[src/rtl/align_shift_unit_if.sv]
// -----------------------------------------------------------------------------
// align_shift_unit_if
// Operand/result handshake bundle for align_shift_unit.
//
// Signals (names are from the unit's point of view):
//   i_valid   - operand valid (producer -> unit)
//   o_ready   - unit can accept an operand
//   i_man     - SIZE_MAN-bit mantissa to align, hidden bit included
//   i_shamt   - SIZE_SHIFT-bit unsigned right-shift distance
//   o_valid   - aligned result valid
//   i_ready   - downstream accepts the result
//   o_man_ext - SIZE_MAN_EXT-bit aligned mantissa {man, guard, round, ext, sticky}
//   o_busy    - unit is not idle
//
// Modports:
//   slave  - the alignment unit
//   master - the surrounding environment (operand source and result sink)
// -----------------------------------------------------------------------------
interface align_shift_unit_if #(
  parameter int SIZE_MAN     = 24,
  parameter int SIZE_MAN_EXT = 28,
  parameter int SIZE_SHIFT   = 8
);
  logic                    i_valid;
  logic                    o_ready;
  logic [SIZE_MAN-1:0]     i_man;
  logic [SIZE_SHIFT-1:0]   i_shamt;
  logic                    o_valid;
  logic                    i_ready;
  logic [SIZE_MAN_EXT-1:0] o_man_ext;
  logic                    o_busy;

  modport slave (
    input  i_valid, i_man, i_shamt, i_ready,
    output o_ready, o_valid, o_man_ext, o_busy
  );

  modport master (
    output i_valid, i_man, i_shamt, i_ready,
    input  o_ready, o_valid, o_man_ext, o_busy
  );
endinterface

[src/rtl/align_shift_unit.sv]
// -----------------------------------------------------------------------------
// align_shift_unit
// Iterative mantissa alignment: right-shifts an extended mantissa by an
// exponent difference, at most STEP bit positions per clock, folding every
// bit shifted out into a sticky bit (bit 0 of the result).
//
// Ports:
//   i_clk   - clock, rising edge active
//   i_rst_n - asynchronous active-low reset
//   bus     - align_shift_unit_if.slave: operand valid/ready handshake
//             (i_valid, o_ready, i_man, i_shamt), result valid/ready
//             handshake (o_valid, i_ready, o_man_ext) and o_busy status
//
// Result layout o_man_ext: [SIZE_MAN_EXT-1:4] shifted mantissa, [3] guard,
// [2] round, [1] extension, [0] sticky.
//
// Configuration macro:
//   ALIGN_EARLY_SAT_EN - when defined, a shift distance >= SIZE_MAN_EXT is
//   resolved on the accept edge (result = sticky only) instead of iterating.
//   The result value is identical either way; only latency changes.
// -----------------------------------------------------------------------------
module align_shift_unit #(
  parameter int SIZE_MAN     = 24,
  parameter int SIZE_MAN_EXT = 28,
  parameter int SIZE_SHIFT   = 8,
  parameter int STEP         = 4
) (
  input  logic              i_clk,
  input  logic              i_rst_n,
  align_shift_unit_if.slave bus
);

  localparam int                    EXT_PAD = SIZE_MAN_EXT - SIZE_MAN;
  localparam logic [SIZE_SHIFT-1:0] STEP_W  = SIZE_SHIFT'(STEP);

  typedef enum logic [1:0] {
    IDLE  = 2'd0,
    SHIFT = 2'd1,
    DONE  = 2'd2
  } state_t;

  state_t                  state_q;
  state_t                  state_d;
  logic [SIZE_MAN_EXT-1:0] work_q;
  logic [SIZE_SHIFT-1:0]   cnt_q;
  logic [SIZE_SHIFT-1:0]   step_amt;
  logic [SIZE_SHIFT-1:0]   cnt_rem;
  logic                    accept;
`ifdef ALIGN_EARLY_SAT_EN
  logic                    sat_shift;
`endif

  // Right shift by s (s <= STEP) where the new bit 0 is the OR of every old
  // bit in [s:0]: bits leaving the word, plus the old sticky, all collapse
  // into the sticky position so it can never be lost.
  function automatic logic [SIZE_MAN_EXT-1:0] sticky_shr(
    input logic [SIZE_MAN_EXT-1:0] v,
    input logic [SIZE_SHIFT-1:0]   s
  );
    logic [SIZE_MAN_EXT-1:0] r;
    logic                    st;
    st = 1'b0;
    for (int i = 0; i <= STEP; i++) begin
      if (SIZE_SHIFT'(i) <= s) st = st | v[i];
    end
    r    = v >> s;
    r[0] = st;
    return r;
  endfunction

  assign accept   = (state_q == IDLE) && bus.i_valid;
  assign step_amt = (cnt_q < STEP_W) ? cnt_q : STEP_W;
  assign cnt_rem  = cnt_q - step_amt;
`ifdef ALIGN_EARLY_SAT_EN
  assign sat_shift = (32'(bus.i_shamt) >= SIZE_MAN_EXT);
`endif

  // ---- control: state register --------------------------------------------
  always_ff @(posedge i_clk or negedge i_rst_n) begin
    if (!i_rst_n) state_q <= IDLE;
    else          state_q <= state_d;
  end

  always_comb begin
    state_d = state_q;
    unique case (state_q)
      IDLE: begin
        if (bus.i_valid) begin
`ifdef ALIGN_EARLY_SAT_EN
          if (sat_shift)                 state_d = DONE;
          else if (bus.i_shamt != '0)    state_d = SHIFT;
          else                           state_d = DONE;
`else
          if (bus.i_shamt != '0)         state_d = SHIFT;
          else                           state_d = DONE;
`endif
        end
      end
      SHIFT:   if (cnt_rem == '0) state_d = DONE;
      DONE:    if (bus.i_ready)   state_d = IDLE;
      default:                    state_d = IDLE;
    endcase
  end

  always_comb begin
    bus.o_ready = (state_q == IDLE);
    bus.o_valid = (state_q == DONE);
    bus.o_busy  = (state_q != IDLE);
  end

  // ---- datapath: work register and remaining-shift counter ----------------
  // Reset clears the data too so o_man_ext reads zero out of reset.
  always_ff @(posedge i_clk or negedge i_rst_n) begin
    if (!i_rst_n) begin
      work_q <= '0;
      cnt_q  <= '0;
    end else if (accept) begin
`ifdef ALIGN_EARLY_SAT_EN
      if (sat_shift) begin
        work_q <= {{(SIZE_MAN_EXT-1){1'b0}}, |bus.i_man};
        cnt_q  <= '0;
      end else begin
        work_q <= {bus.i_man, {EXT_PAD{1'b0}}};
        cnt_q  <= bus.i_shamt;
      end
`else
      work_q <= {bus.i_man, {EXT_PAD{1'b0}}};
      cnt_q  <= bus.i_shamt;
`endif
    end else if (state_q == SHIFT) begin
      work_q <= sticky_shr(work_q, step_amt);
      cnt_q  <= cnt_rem;
    end
  end

  assign bus.o_man_ext = work_q;

endmodule

[src/flat_wrapper.sv]
// flat-port wrapper written by rule: the top's interface ports become plain ports
module align_shift_unit_flat 
#(
  parameter int SIZE_MAN     = 24,
  parameter int SIZE_MAN_EXT = 28,
  parameter int SIZE_SHIFT   = 8,
  parameter int STEP         = 4
)
  (i_clk, i_rst_n, bus_i_valid, bus_i_man, bus_i_shamt, bus_i_ready, bus_o_ready, bus_o_valid, bus_o_man_ext, bus_o_busy);
  align_shift_unit_if #(.SIZE_MAN(SIZE_MAN), .SIZE_MAN_EXT(SIZE_MAN_EXT), .SIZE_SHIFT(SIZE_SHIFT)) bus_i ();
  input  logic i_clk;
  input  logic i_rst_n;
  input wire logic [$bits(bus_i.i_valid)-1:0] bus_i_valid;
  input wire logic [$bits(bus_i.i_man)-1:0] bus_i_man;
  input wire logic [$bits(bus_i.i_shamt)-1:0] bus_i_shamt;
  input wire logic [$bits(bus_i.i_ready)-1:0] bus_i_ready;
  output wire logic [$bits(bus_i.o_ready)-1:0] bus_o_ready;
  output wire logic [$bits(bus_i.o_valid)-1:0] bus_o_valid;
  output wire logic [$bits(bus_i.o_man_ext)-1:0] bus_o_man_ext;
  output wire logic [$bits(bus_i.o_busy)-1:0] bus_o_busy;
  assign bus_i.i_valid = bus_i_valid;
  assign bus_i.i_man = bus_i_man;
  assign bus_i.i_shamt = bus_i_shamt;
  assign bus_i.i_ready = bus_i_ready;
  assign bus_o_ready = bus_i.o_ready;
  assign bus_o_valid = bus_i.o_valid;
  assign bus_o_man_ext = bus_i.o_man_ext;
  assign bus_o_busy = bus_i.o_busy;
  align_shift_unit #(.SIZE_MAN(SIZE_MAN), .SIZE_MAN_EXT(SIZE_MAN_EXT), .SIZE_SHIFT(SIZE_SHIFT), .STEP(STEP)) u_core (.i_clk(i_clk), .i_rst_n(i_rst_n), .bus(bus_i));
endmodule
[config.mk]
export PLATFORM = sky130hd
export DESIGN_NAME = align_shift_unit_flat
export DESIGN_NICKNAME = d
export VERILOG_FILES = /design/src/rtl/align_shift_unit_if.sv /design/src/rtl/align_shift_unit.sv /design/src/flat_wrapper.sv
export SDC_FILE = /design/constraint.sdc
export NUM_CORES = 1
export LEC_CHECK = 0
export CORE_AREA = 2 2 100 102
export CTS_CLUSTER_DIAMETER = 60
export DETAILED_ROUTE_END_ITERATION = 8
export DIE_AREA = 0 0 102 104
export HOLD_SLACK_MARGIN = 0.15
export PLACE_DENSITY_LB_ADDON = 0.15
export SLEW_MARGIN = 40
export SYNTH_ARGS = -nofsm -noshare
export SYNTH_HDL_FRONTEND = slang
export SYNTH_SLANG_ARGS = --single-unit
[constraint.sdc]
create_clock -name i_clk -period 2.92 [get_ports i_clk]
set_input_delay 0.438 -clock i_clk [delete_from_list [all_inputs] [get_ports i_clk]]
set_output_delay 0.438 -clock i_clk [all_outputs]
set_load 0.005 [all_outputs]
# Word level (Yosys, flattened, before mapping)
# Index checks and enable logic that the tools add are counted.
[word_totals] regBits=38 inputBits=36 out_inout_bits=31 wordCells=50
[op_classes] add_sub_neg=1 order_cmp=6 eq_ne=5 shifts=1 muxes=23 bitwise_logic=4 reduce_logical=7
[ops] operator="$mux W28" n=2
[ops] operator="$shr A28 B8 Y28" n=1
[ops] operator="$mux W8" n=3
[ops] operator="$le A1 B8 Y1 const A" n=2
[ops] operator="$le A2 B8 Y1 const A" n=2
[ops] operator="$mux W1" n=13
[ops] operator="$le A3 B8 Y1 const A" n=1
[ops] operator="$logic_not A8 Y1" n=1
[ops] operator="$lt A8 B3 Y1 const B" n=1
[ops] operator="$mux W2" n=4
[ops] operator="$reduce_bool A8 Y1" n=1
[ops] operator="$sub A8 B8 Y8" n=1
[ops] operator="$pmux W2 S3" n=1
[ops] operator="$ne A2 B2 Y1 const B" n=2
[ops] operator="$or A1 B1 Y1" n=4
[ops] operator="$reduce_bool A2 Y1" n=2
[ops] operator="$reduce_and A3 Y1" n=1
[ops] operator="$eq A2 B1 Y1 const B" n=1
[ops] operator="$eq A2 B2 Y1 const B" n=1
[ops] operator="$logic_not A2 Y1" n=1
[ops] operator="$ne A2 B1 Y1 const B" n=1
[ops] operator="$logic_and A1 B1 Y1" n=1

# Logic depth before layout (Yosys ltp)
[logic_depth] ltp_word=22 ltp_mapped=12

# Worst setup path after synthesis
# No wires, ideal clock.
[synth_timing] path_kind="register to register" start="reg u_core.cnt_q[6]" end="reg u_core.state_q[0]" setup_time_ns=0.121 t_arrival_ns=2.055 required_time_ns=2.799 path_slack_ns=0.744 path_stages_with_launch=13 period_less_slack_ns=2.176 path_cell_list="dfrtp_1 > buf_6 > nor2_8 > nand3_2 > buf_6 > buf_6 > nand2_1 > ha_1 > nor2b_1 > a21oi_1 > a31oi_1 > o211ai_2 > a22o_1"
[synth_via] elab_chain_len=6
[synth_lines] item="start: declaration" line_no="align_shift_unit.sv:45" source="logic [SIZE_SHIFT-1:0] cnt_q;"
[synth_lines] item="start signal: assignment" line_no="align_shift_unit.sv:128" source="cnt_q <= bus.i_shamt;"
[synth_lines] item="start signal: assignment" line_no="align_shift_unit.sv:132" source="cnt_q <= cnt_rem;"
[synth_lines] item="$lt A8 B3 Y1" line_no="align_shift_unit.sv:72" source="assign step_amt = (cnt_q < STEP_W) ? cnt_q : STEP_W;"
[synth_lines] item="$mux W8" line_no="align_shift_unit.sv:72"
[synth_lines] item="$sub A8 B8 Y8 *" line_no="align_shift_unit.sv:73" source="assign cnt_rem = cnt_q - step_amt;"
[synth_lines] item="$logic_not A8 Y1 *" line_no="align_shift_unit.sv:99" source="SHIFT: if (cnt_rem == '0) state_d = DONE;"
[synth_lines] item="$ne A2 B1 Y1 (no source line) *"
[synth_lines] item="$reduce_and A3 Y1 (no source line) *"
[synth_lines] item="end signal: assignment" line_no="align_shift_unit.sv:81" source="else state_q <= state_d;"
[synth_lines] item="end: declaration" line_no="align_shift_unit.sv:42" source="state_t state_q;"
# Every way passes the cells marked *; elsewhere a longest branch is shown, timed or not.
# A chain may end at the register's enable or synchronous reset.

# Worst setup path in the final report
[layout_timing] start="reg u_core.cnt_q[2]" end="reg u_core.state_q[0]"
# Same word-level chain as after synthesis.

==> impl_metrics.env <==
export IMPL_cts_tree="yes"
export IMPL_post_cts_buffers=0
export IMPL_clk_path_buf_depth=2
export IMPL_syn_area_mm2=0.00278
export IMPL_pre_cts_ws_ns=0.729
export IMPL_r2r_cells=9
export IMPL_drv_slew=0
export IMPL_required_ns=3.11
export IMPL_routed_wl_um=8070
export IMPL_status="finished clean"
export IMPL_cts_sinks=38
export IMPL_setup_worst_path_end_class="flip-flop"
export IMPL_p_per_area_mw_per_mm2=901
export IMPL_setup_slack_ns=0.716
export IMPL_nets=351
export IMPL_grt_ovfl_total=0
export IMPL_final_hold_viol_count=0
export IMPL_grt_use_total_pct=16.2
export IMPL_die_h_um=104
export IMPL_crit_type="flip-flop to flip-flop"
export IMPL_maxSlewHeadroom_pct=49.6
export IMPL_finalSetupViolCount=0
export IMPL_die_area_mm2=0.0106
export IMPL_r2r_slack_ns=0.72
export IMPL_antenna_found_initial=0
export IMPL_arrival_ns=2.39
export IMPL_switching_power_w=0.00131
export IMPL_dr_pass1_iters=4
export IMPL_dp_cells=439
export IMPL_tightest_slew_ns=0.753
export IMPL_synth_async_reset_ratio_pct=100
export IMPL_post_synth_num_cell_types=49
export IMPL_cellInternalPower_w=0.00200
export IMPL_grt_start_max_net_pins=39
export IMPL_ys_ff_latch=38
export IMPL_ctsResizeCount=0
export IMPL_cts_root_buf="clkbuf_8"
export IMPL_finalSetupTns_ns=0
export IMPL_fp_coreArea_mm2=0.00955
export IMPL_hpwl_um=5310
export IMPL_ys_seq_area_share_pct=34.3
export IMPL_ys_warn_count=0
export IMPL_worstHoldStart="u_core.bus.o_man_ext[0]$_DFFE_PN0P_"
export IMPL_ys_flop_type="dfrtp_1"
export IMPL_postRouteAntennaNets=0
export IMPL_fmax_ghz=0.454
export IMPL_ios=67
export IMPL_netlist_instances=255
export IMPL_r2r_end="u_core.state_q[0]$_DFFE_PN0P_"
export IMPL_drc_errors=0
export IMPL_peakVddDrop_mv=0.374
export IMPL_rsz0062_at_grt="no"
export IMPL_vias_per_cell=5.33
export IMPL_swShare_pct=39.6
export IMPL_synthesis_nets=292
export IMPL_synth_area_per_cell_um2=10.9
export IMPL_finClkSkew_ns=0.00791
export IMPL_layout_min_cycle_time_ns=2.20
export IMPL_final_cell_mix="65 x clkdlybuf4s50_1, 37 x dfrtp_1, 26 x mux2i_1, 22 x mux4_2"
export IMPL_cts_max_level=2
export IMPL_worstSetupStartpointType="flip-flop"
export IMPL_p_seq_share_pct=35.6
export IMPL_p_comb_share_pct=47.0
export IMPL_synth_edf_count=0
export IMPL_grt_pass1_vias=2392
export IMPL_path_max_fanout=12
export IMPL_maxCapViolations=0
export IMPL_fin_cells=448
export IMPL_cts_buffers=5
export IMPL_hold_path_endpoint="u_core.bus.o_man_ext[0]$_DFFE_PN0P_"
export IMPL_clk_latency_ns=0.30
export IMPL_drtIter0Drc=130
export IMPL_vias=2390
export IMPL_worstReg2RegStart="u_core.cnt_q[2]$_DFFE_PN0P_"
export IMPL_io_buffers=66
export IMPL_start_util_pct=29.1
export IMPL_hold_depth=2
export IMPL_drt_wirelength_per_cell_um=18.0
export IMPL_die_width_um=102
export IMPL_grt_pass1_wl_um=13500
export IMPL_drive_above_1_share_pct=16.2
export IMPL_rows=36
export IMPL_place_gp_congestion=0.831
export IMPL_antenna_cells=0
export IMPL_ctsHoldBuffers=1
export IMPL_p_leak_nw=1.53
export IMPL_layout_commonest_cell="clkdlybuf4s50_1"
export IMPL_clockPowerShare_pct=17.4
export IMPL_min_path_type="flip-flop to flip-flop"
export IMPL_clk_pin_slew_ns=0.08
export IMPL_fin_crit_sh_pct=75.5
export IMPL_syn_to_final_growth_pct=32.5
-- registers in the layout, summed over array words and instances (netlist names) --
register and cells:
u_core.bus.o_man_ext 28, u_core.state_q 2, u_core.cnt_q 8
-- power groups by stage --
| stage | combinational [W] | clock (W) | sequential (W) |
|---|---|---|---|
| after floorplan | 0.00120 | 0 | 0.000970 |
| after global placement | 0.00155 | 0 | 0.00119 |
| after detailed placement | 0.00156 | 0 | 0.00120 |
| after CTS | 0.00157 | 0.000591 | 0.00119 |
| after global routing | 0.00171 | 0.000616 | 0.00124 |
| final | 0.00155 | 0.000576 | 0.00118 |
-- cell families after synthesis --
logic type,after synthesis,synth area share (%)
compound gates,87,20.8
xor+xnor,1,0.316
fa+ha+maj,1,0.451
buf+inv,27,6.04
flops,38,34.3
mux,48,27.2
other cells,1,0.135
simple gates,52,10.7
-- cells in the mapped netlist, drive strengths merged, types with 2 or more instances --
master   n  area share, %
o32ai    2           0.63
inv      4           0.54
o41ai    3            1.5
mux4    22             18
clkbuf   4           0.54
buf     19            5.0
a22oi   20            5.4
nor4     4            1.1
nand2   15            2.0
a21oi   15            2.8
nor3     4            1.1
and3     2           0.45
nor2b    4           0.90
nand3    6            1.3
and2     2           0.45
o22ai    3           0.68
o21ai   32            5.9
nand2b   2           0.45
a22o     2           0.63
nor2    11            2.4
mux2i   26            9.4
dfrtp   38             34
-- per-stage QoR --
stage	cell area [um2]	hold slack, ns	total power (W)	util [%]
CTS	3680	0.522	0.00335	38.5
global route	3680	0.584	0.00357	38.5
global placement	3520	0.476	0.00275	36.8
finish	3680	0.516	0.00331	38.5
floorplan	2780	0.142	0.00217	-
detailed placement	3520	0.467	0.00276	36.9
-- final cells by class --
type	instances	area [um2]
Inverter	4	15.0
Clock inverter	2	60.1
Tap cell	133	166
Sequential cell	38	955
Timing Repair Buffer	75	741
Fill cell	998	5870
Multi-Input combinational cell	190	1660
Clock buffer	6	82.6
-- routing by layer --
layer  part of all wire (%)  up-vias  wire [um]  GRT usage (%)
li1                       -     1118          -              -
met1                     46     1196       3730           23.7
met2                     48       72       3910           25.2
met3                    4.5        4        363           2.62
met4                   0.84        0         68           3.43
met5                      0        -          0              0
-- how the worst max path moves through the flow --
stage                                            from                            end
final                     u_core.cnt_q[2]$_DFFE_PN0P_  u_core.state_q[0]$_DFFE_PN0P_
after CTS                 u_core.cnt_q[2]$_DFFE_PN0P_  u_core.state_q[0]$_DFFE_PN0P_
after global routing      u_core.cnt_q[2]$_DFFE_PN0P_  u_core.state_q[0]$_DFFE_PN0P_
after floorplan           u_core.cnt_q[6]$_DFFE_PN0P_  u_core.state_q[0]$_DFFE_PN0P_
after detailed placement  u_core.cnt_q[2]$_DFFE_PN0P_  u_core.state_q[0]$_DFFE_PN0P_
after global placement    u_core.cnt_q[2]$_DFFE_PN0P_  u_core.state_q[0]$_DFFE_PN0P_
-- critical path: stages, from the launching register on --
cell and delay [ns]:
dfrtp_1 0.53, nor2_1 0.21, nand3_2 0.09, nand2_1 0.08, ha_1 0.28, nor2b_1 0.20
a21oi_1 0.08, a31oi_1 0.28, o211ai_2 0.15, a22o_1 0.19
Note: power is estimated with default switching activity, not from simulation.
